$ cat src/rtl/agtb_max_track.sv
// agtb_n: N-bit unsigned magnitude comparator with cascade inputs.
// A difference in a higher bit overrides any difference in lower bits. When
// A==B the cascade inputs pass through, so the result can be chained.
module agtb_n #(
  parameter int N = 4
) (
  input  logic [N-1:0] A,
  input  logic [N-1:0] B,
  input  logic         AGTBI,
  input  logic         AEQBI,
  output logic         AGTBO,
  output logic         AEQBO
);

  logic gt_c;
  logic eq_c;

  // Ripple from LSB to MSB; the most significant differing bit decides.
  always_comb begin
    gt_c = AGTBI;
    eq_c = AEQBI;
    for (int unsigned i = 0; i < N; i++) begin
      if (A[i] != B[i]) begin
        gt_c = A[i];
        eq_c = 1'b0;
      end
    end
  end

  assign AGTBO = gt_c;
  assign AEQBO = eq_c;

endmodule

// agtb_max_track: per-window maximum, first-occurrence index and all-equal
// flag over windows of W unsigned N-bit samples, valid/ready on both sides.
module agtb_max_track #(
  parameter int N = 4,
  parameter int W = 8
) (
  input  logic                 clk,
  input  logic                 rst_n,
  input  logic                 in_valid,
  output logic                 in_ready,
  input  logic [N-1:0]         in_data,
  output logic                 out_valid,
  input  logic                 out_ready,
  output logic [N-1:0]         out_max,
  output logic [$clog2(W)-1:0] out_idx,
  output logic                 out_all_eq
);

  localparam int IW = $clog2(W);

  typedef enum logic {
    ST_EMPTY = 1'b0,
    ST_FULL  = 1'b1
  } state_t;

  state_t        state_q, state_d;

  logic [IW-1:0] cnt_q, cnt_d;
  logic [N-1:0]  acc_max_q, acc_max_d;
  logic [IW-1:0] acc_idx_q, acc_idx_d;
  logic          acc_eq_q, acc_eq_d;

  logic [N-1:0]  res_max_q, res_max_d;
  logic [IW-1:0] res_idx_q, res_idx_d;
  logic          res_eq_q, res_eq_d;

  logic          cmp_gt;
  logic          cmp_eq;
  logic          last_c;
  logic          in_fire;
  logic          out_fire;
  logic          complete;

  agtb_n #(
    .N(N)
  ) u_cmp (
    .A     (in_data),
    .B     (acc_max_q),
    .AGTBI (1'b0),
    .AEQBI (1'b1),
    .AGTBO (cmp_gt),
    .AEQBO (cmp_eq)
  );

  assign last_c    = (cnt_q == IW'(W - 1));
  assign out_valid = (state_q == ST_FULL);
  // Only a completing sample can stall, and only if it would overwrite an
  // unconsumed result; a same-cycle consume frees the slot.
  assign in_ready  = ~(last_c & out_valid & ~out_ready);
  assign in_fire   = in_valid & in_ready;
  assign out_fire  = out_valid & out_ready;
  assign complete  = in_fire & last_c;

  assign out_max    = res_max_q;
  assign out_idx    = res_idx_q;
  assign out_all_eq = res_eq_q;

  // Accumulator next state: first sample seeds, later samples fold in.
  always_comb begin
    cnt_d     = cnt_q;
    acc_max_d = acc_max_q;
    acc_idx_d = acc_idx_q;
    acc_eq_d  = acc_eq_q;
    if (in_fire) begin
      if (cnt_q == '0) begin
        acc_max_d = in_data;
        acc_idx_d = '0;
        acc_eq_d  = 1'b1;
      end else begin
        if (cmp_gt) begin
          acc_max_d = in_data;
          acc_idx_d = cnt_q;
        end
        acc_eq_d = acc_eq_q & cmp_eq;
      end
      cnt_d = last_c ? '0 : cnt_q + IW'(1);
    end
  end

  // Result registers capture the accumulator including the final sample.
  always_comb begin
    res_max_d = res_max_q;
    res_idx_d = res_idx_q;
    res_eq_d  = res_eq_q;
    if (complete) begin
      res_max_d = acc_max_d;
      res_idx_d = acc_idx_d;
      res_eq_d  = acc_eq_d;
    end
  end

  // Result slot occupancy: completion fills it, a consume alone drains it.
  always_comb begin
    state_d = state_q;
    case (state_q)
      ST_EMPTY: if (complete) state_d = ST_FULL;
      ST_FULL:  if (out_fire && !complete) state_d = ST_EMPTY;
      default:  state_d = ST_EMPTY;
    endcase
  end

  // State registers with asynchronous active-low reset.
  always_ff @(posedge clk or negedge rst_n) begin
    if (!rst_n) begin
      state_q   <= ST_EMPTY;
      cnt_q     <= '0;
      acc_max_q <= '0;
      acc_idx_q <= '0;
      acc_eq_q  <= 1'b0;
      res_max_q <= '0;
      res_idx_q <= '0;
      res_eq_q  <= 1'b0;
    end else begin
      state_q   <= state_d;
      cnt_q     <= cnt_d;
      acc_max_q <= acc_max_d;
      acc_idx_q <= acc_idx_d;
      acc_eq_q  <= acc_eq_d;
      res_max_q <= res_max_d;
      res_idx_q <= res_idx_d;
      res_eq_q  <= res_eq_d;
    end
  end

endmodule

$ cat config.mk
export PLATFORM = sky130hd
export DESIGN_NAME = agtb_max_track
export DESIGN_NICKNAME = d
export VERILOG_FILES = /design/src/rtl/agtb_max_track.sv
export SDC_FILE = /design/constraint.sdc
export NUM_CORES = 1
export LEC_CHECK = 0
export CAP_MARGIN = 20
export CORE_MARGIN = 2
export CORE_UTILIZATION = 50
export CTS_CLUSTER_SIZE = 30
export DETAILED_ROUTE_END_ITERATION = 7
export GPL_ROUTABILITY_DRIVEN = 0
export PLACE_DENSITY = 0.74
export SLEW_MARGIN = 20
export SYNTH_ARGS = -nofsm -noshare
export SYNTH_HDL_FRONTEND = slang
export SYNTH_SLANG_ARGS = --single-unit
$ cat constraint.sdc
create_clock -name clk -period 5.02 [get_ports clk]
set_input_delay 1.004 -clock clk [delete_from_list [all_inputs] [get_ports clk]]
set_output_delay 1.004 -clock clk [all_outputs]
set_load 0.02 [all_outputs]
==> reports/results.ini, run 1 <==
[critical_path]
cp_slowest_cell = clkdlybuf4s50_1
r2r_end = out_max[0]
worstPathCellList = clkdlybuf4s50_1, nand3b_1, clkdlybuf4s50_1
worst-r2r-cell-count = 7
critical_path.endpoint_type = output pin
crit_path_start_kind = primary input
crit_arrival_ns = 2.32
crit_top_cell = clkdlybuf4s50_1
worst_path_largest_cell_delay_ns = 0.65
r2r_slack_ns = 2.83
worstSetupPathType = primary input to output pin
r2r_start = cnt_q[0]
cp_max_fo = 6
critPathRequiredTime_ns = 4.02

[die]
die_y_um = 48.88
coreArea_um2 = 1922
io_pins = 18
die_width_um = 48.88
rows = 16
initial_core_util = 0.5241
die-area_um2 = 2389

[sta]
hold_viol = 0
fin_setup_tns_ns = 0
finalSetupViolCount = 0
tightest_slew_ns = 0.8807
maxSlewHeadroom = 0.4110
skew_ns = 0.002162
final_max_slew_viol_count = 0
max_clock_freq_ghz = 0.3011
hold_ws_ns = 0.4870
rsz0062_at_grt = false
min_period_over_period = 0.6616
min_period_ns = 3.321

[cells_and_area]
diodes = 0
layout-drive-gt1-share = 0.1429
finalInstanceArea_um2 = 1244
nets = 125
n_fill_cell = 176
syn_to_final_growth_pct = 23.48

[routing]
drt-initial-drc-count = 7
wl_per_cell_um = 12.73
drcViolationCount = 0
viasPerCell = 5.237
wl_um = 1770
antenna_left = 0
via_count = 728
drt_pass1_iterations = 4

[clock_network]
cts.path.max_buffers = 2
clock_latency_ns = 0.30
cts.hold.buffers_added = 0
cts_root_buffer = clkbuf_4
cts_resized = 0
cts_buffers = 3
cts_tree = done
path_clk_slew_ns = 0.11
post-cts-setup-buffer-count = 0
clock-sinks = 20
cts_max_level = 1

[run]
maxCapViolations = 0

[yosys]
synth.net_count = 104
synth-seq-area-share = 0.4969
yosysUniqueCellTypes = 34
synth.area.top_cells = dfrtp_1, mux2_4, nand2_1
netlist_instances = 92
synth_top_area_frac = 0.4969
ys_seq_elements = 20
avgSynthCellArea_um2 = 10.95
yosys.area.top_type = dfrtp_1
synth_top_flop_cell = dfrtp_1
syn_area_um2 = 1007
async_reset_ff_frac = 1.000
synth-edff-count = 0
yosysWarningCount = 0

[worst_hold_path]
hold_class = register to register
whs_path_depth = 2
worst_hold_path.endpoint = out_idx[0]
hp-start = out_idx[0]

[global_route]
antenna_found_initial = 0
grt_pass1_wl_um = 3243
grt_pass1_vias = 766
track_usage = 0.1751
grt-ovfl-total = 0
grt_max_degree = 21

[placement]
portBuffers = 17
dp_hpwl_um = 1367
dpl_cell_area_um2 = 1207

[run_status]
status = complete, no violations

[power]
total_power_w = 0.0006779
leakagePower_nw = 0.5813
vdd_drop_max_uv = 288.1
power_density_nw_per_um2 = 545.1

[state kept, by name, summed over array words and instances, names as in the netlist]
name	count
acc_idx_q	3
cnt_q	3
out_max	4
out_valid	1
out_idx	3
acc_eq_q	1
out_all_eq	1
acc_max_q	4
[placed cells by master, fill, tap and decap left out, types with 2 or more instances in the layout]
| master | Yosys | final |
|---|---|---|
| clkdlybuf4s50_1 | 0 | 17 |
| nor2_1 | 5 | 5 |
| ha_1 | 4 | 4 |
| o31ai_1 | 3 | 3 |
| clkbuf_4 | 0 | 3 |
| nand2b_1 | 4 | 4 |
| nand3_1 | 2 | 2 |
| dfrtp_1 | 20 | 20 |
| inv_1 | 5 | 5 |
| nor2b_1 | 2 | 2 |
| o21ai_1 | 3 | 3 |
| and3_1 | 2 | 2 |
| mux2_4 | 6 | 6 |
| nand2_1 | 14 | 14 |
[synth_stat cells, types with 2 or more instances]
| cell | instances |
|---|---|
| dfrtp_1 | 20 |
| nand2_1 | 14 |
| mux2_4 | 6 |
| inv_1 | 5 |
| nor2_1 | 5 |
| ha_1 | 4 |
| nand2b_1 | 4 |
| o21ai_1 | 3 |
| o31ai_1 | 3 |
| and3_1 | 2 |
| nand3_1 | 2 |
| nor2b_1 | 2 |
[through the flow]
stage | utilization | setup slack [ns] | instances
global placement | 0.6283 | 1.743 | 135
CTS | 0.6471 | 1.697 | 139
global route | 0.6471 | 1.643 | 139
detailed placement | 0.6283 | 1.706 | 135
finish | 0.6471 | 1.699 | 139
floorplan | - | 2.659 | 92
[layer usage]
| metal | vias up | global-route usage | wire, µm |
|---|---|---|---|
| li1 | 365 | - | - |
| met1 | 346 | 0.2346 | 844 |
| met3 | 4 | 0.03374 | 57 |
| met2 | 13 | 0.2785 | 844 |
| met5 | - | 0 | 0 |
| met4 | 0 | 0.07143 | 23 |
[where the power goes]
part / internal (W) / switching (W) / total (W)
logic: 0.000162 / 0.000151 / 0.000313
registers: 0.000230 / 0.0000426 / 0.000272
clock network: 0.0000442 / 0.0000487 / 0.0000929
[final cells by class]
| type | count | area (µm²) | area share |
|---|---|---|---|
| well taps | 27 | 33.78 | 0.02716 |
| flip-flops and latches | 20 | 500.5 | 0.4024 |
| multi-input cells | 66 | 484.2 | 0.3893 |
| inverters | 5 | 18.77 | 0.01509 |
| clock buffers | 4 | 36.28 | 0.02918 |
| repair buffers | 17 | 170.2 | 0.1368 |
[how the worst max path moves through the flow]
stage | from | endpoint | slack, ns | cells past startpoint
6_report | out_ready | in_ready | 1.70 | 3
3_3_place_gp | out_ready | in_ready | 1.74 | 3
2_1_floorplan | out_ready | out_max[0] | 2.66 | 5
3_5_place_dp | out_ready | in_ready | 1.71 | 3
5_1_grt | out_ready | in_ready | 1.64 | 3
4_1_cts | out_ready | in_ready | 1.70 | 3
[worst max-delay path, delay by kind of cell]
| family | cells | cell delay (ns) |
|---|---|---|
| buf+inv | 2 | 1.11 |
| simple gates | 1 | 0.21 |
[cell families after synthesis]
group | after synthesis | share of synthesized area
AOI/OAI and AO/OA | 15 | 0.1131
xor gates and xnor gates | 1 | 0.008697
adders and majority gates | 4 | 0.04969
buffers and inverters | 6 | 0.02236
DFF | 20 | 0.4969
muxes | 8 | 0.1106
and+or+nand+nor | 38 | 0.1988
No activity file was read; power rests on OpenSTA's default activity.
==> run 2: changes to the inputs <==
==> constraint.sdc (replaced) <==
create_clock -name clk -period 3.1 [get_ports clk]
set_input_delay 0.62 -clock clk [delete_from_list [all_inputs] [get_ports clk]]
set_output_delay 0.62 -clock clk [all_outputs]
set_load 0.02 [all_outputs]
==> results of run 2 <==
Same layout as run 1 (identical final DEF). Status: complete, no violations.
Among the figures that moved: setup slack after placement 1.706 ns -> 0.5538 ns; setup slack after layout 1.699 ns -> 0.4837 ns; start point of the critical path out_ready -> cnt_q[0]; register-to-register setup slack 2.83 ns -> 0.91 ns; total power 0.0006779 W -> 0.001098 W; worst IR drop on VDD 288.1 µV -> 466.5 µV
==> run 3: changes to the inputs <==
==> constraint.sdc (replaced) <==
create_clock -name clk -period 2.5 [get_ports clk]
set_input_delay 0.5 -clock clk [delete_from_list [all_inputs] [get_ports clk]]
set_output_delay 0.5 -clock clk [all_outputs]
set_load 0.02 [all_outputs]
==> run 3 against run 2 <==
First-iteration DRC count up 29%. Utilization up 0.52 points. Flip-flop and latch count unchanged. Register-to-register slack got worse by 0.59 ns. Cell count grew 0.72%. Combinational power is 24% higher. Global-route usage shrank 0.97 points. Total power increased by 24%. Via count shrank 0.41%. Die area is the same. Clock skew is 0.0011 ns lower. Setup slack worse by 0.17 ns.
==> reports/results.ini, run 3 (same netlist as run 1, synthesis figures left out) <==
[sta]
fin_setup_tns_ns = 0  ; unchanged
hold_ws_ns = 0.4848  ; -0.002228 ns
tightest_slew_ns = 0.3455  ; -0.5352 ns
maxSlewHeadroom = 0.7660  ; +0.3550
rsz0062_at_grt = false
min_period_over_period = 0.8737
final_max_slew_viol_count = 0  ; unchanged
finalSetupViolCount = 0  ; unchanged
min_period_ns = 2.184
max_clock_freq_ghz = 0.4578
skew_ns = 0.001048  ; -0.001114 ns
hold_viol = 0  ; unchanged

[worst_hold_path]
worst_hold_path.endpoint = out_idx[1]
hp-start = out_idx[1]
hold_class = register to register
whs_path_depth = 2  ; unchanged

[critical_path]
path_delay_family = multiplexers
crit_path_start_kind = register
r2r_slack_ns = 0.32
cp_slowest_cell = dfrtp_1
r2r_start = cnt_q[0]
critPathRequiredTime_ns = 2.69
critical_path.endpoint_type = register
worst_path_largest_cell_delay_ns = 0.43  ; -0.22 ns
crit_arrival_ns = 2.37
path_depth = 7
worstSetupPathType = register to register
worstPathCellList = ha_1, ha_1, nand3b_1, o311ai_1, a21oi_2, mux2_4, mux2_4
worst-r2r-cell-count = 7  ; unchanged
cp_max_fo = 6  ; unchanged
r2r_end = out_max[2]
path_buf_inv = 0

[die]
die_width_um = 48.88  ; unchanged
rows = 16  ; unchanged
die-area_um2 = 2389  ; unchanged
die_y_um = 48.88  ; unchanged
initial_core_util = 0.5241  ; unchanged
coreArea_um2 = 1922  ; unchanged
io_pins = 18  ; unchanged

[routing]
viasPerCell = 5.179  ; -1.1%
drcViolationCount = 0  ; unchanged
wl_um = 1740  ; -1.7%
antenna_left = 0  ; unchanged
wl_per_cell_um = 12.43  ; -2.4%
drt_pass1_iterations = 4  ; unchanged
drt-initial-drc-count = 9  ; +2
via_count = 725  ; -0.41%

[global_route]
use_met2 = 0.2489  ; -0.02968
grt_pass1_vias = 684  ; -11%
grt-ovfl-total = 0  ; unchanged
antenna_found_initial = 0  ; unchanged
track_usage = 0.1655  ; -0.009662
grt_pass1_wl_um = 2973  ; -8.3%
grtUsageMet1 = 0.2061  ; -0.02853
grt_max_degree = 21  ; unchanged
grtUsageMet3 = 0.05521  ; +0.02147
busiest_layer = met2

[clock_network]
cts_buffers = 3  ; unchanged
clock-sinks = 20  ; unchanged
cts.path.max_buffers = 2  ; unchanged
cts_root_buffer = clkbuf_4
cts_max_level = 1  ; unchanged
cts_tree = done
post-cts-setup-buffer-count = 0  ; unchanged
path_clk_slew_ns = 0.11  ; about the same
clock_latency_ns = 0.29  ; about the same

[placement]
dp_hpwl_um = 1338  ; -2.2%
portBuffers = 17  ; unchanged
dpl_cell_area_um2 = 1215  ; +0.62%

[cells_and_area]
multi_input_area_um2 = 484.2  ; unchanged
syn_to_final_growth_pct = 24.47
final_cell_mix = dfrtp_1, clkdlybuf4s50_1, nand2_1
n_fill_cell = 169  ; -4.0%
mostFrequentLayoutCell = dfrtp_1
nets = 126  ; +0.80%
finalInstanceArea_um2 = 1254  ; +0.80%
diodes = 0  ; unchanged
layout-drive-gt1-share = 0.1504  ; +0.007585
seq_area_um2 = 500.5  ; unchanged

[power]
power_density_nw_per_um2 = 1082
vdd_drop_max_uv = 594.9
total_power_w = 0.001356
leakagePower_nw = 0.5857  ; +0.75%

[run_status]
status = complete, no violations

[run]
maxCapViolations = 0  ; unchanged

## run 3: changes by cell type in the layout (fill, tap and decap cells not counted)
cell             before  now
buf_4                 0    1
clkdlybuf4s50_1      17   16
dlymetal6s2s_1        0    1
## run 3: how the worst max path moves through the flow
stage / start / endpoint / slack [ns]
global placement: in_data[0] / out_max[2] / 0.16
finish: cnt_q[0] / out_max[2] / 0.32
global route: cnt_q[0] / out_max[2] / 0.20
CTS: cnt_q[0] / in_ready / 0.001
floorplan: cnt_q[0] / out_max[0] / 0.36
detailed placement: in_data[0] / out_max[2] / 0.1
## run 3: layout make-up
cell class,count,share of cell area
Sequential cell,20,0.3992
Multi-Input combinational cell,66,0.3862
Timing Repair Buffer,18,0.1437
Clock buffer,4,0.02894
Tap cell,27,0.02695
Inverter,5,0.01497
## run 3: repair_timing
item,in CTS,in global routing
setup endpoints to repair,0,1
hold buffers,0,0
resized for setup,0,1
## run 3: per-stage QoR
step	setup slack (ns)	util	std cells
5_1_grt	0.1994	0.6523	140
3_3_place_gp	0.1641	0.6322	136
4_1_cts	0.001092	0.6510	140
2_1_floorplan	0.3627	-	92
6_report	0.3157	0.6523	140
3_5_place_dp	0.09936	0.6322	136
## run 3: power by group
part	total, W	leakage [nW]	internal [W]	switching [W]
registers	0.000548	0.249	0.000461	0.0000870
logic	0.000625	0.315	0.000324	0.000301
clock network	0.000183	0.0210	0.0000887	0.0000939
total	0.00136	0.586	0.000874	0.000482
## run 3: routing by layer
| metal | vias to the layer above | wire length, µm |
|---|---|---|
| met5 | - | 0 |
| met2 | 15 | 743 |
| met1 | 341 | 853 |
| li1 | 363 | - |
| met4 | 0 | 51 |
| met3 | 6 | 92 |
## run 3: worst reg2reg max path, cell delays in order (launching register included)
cell and delay [ns]:
dfrtp_1 0.43, ha_1 0.21, ha_1 0.22, nand3b_1 0.20, o311ai_1 0.17, a21oi_2 0.26, mux2_4 0.34, mux2_4 0.26
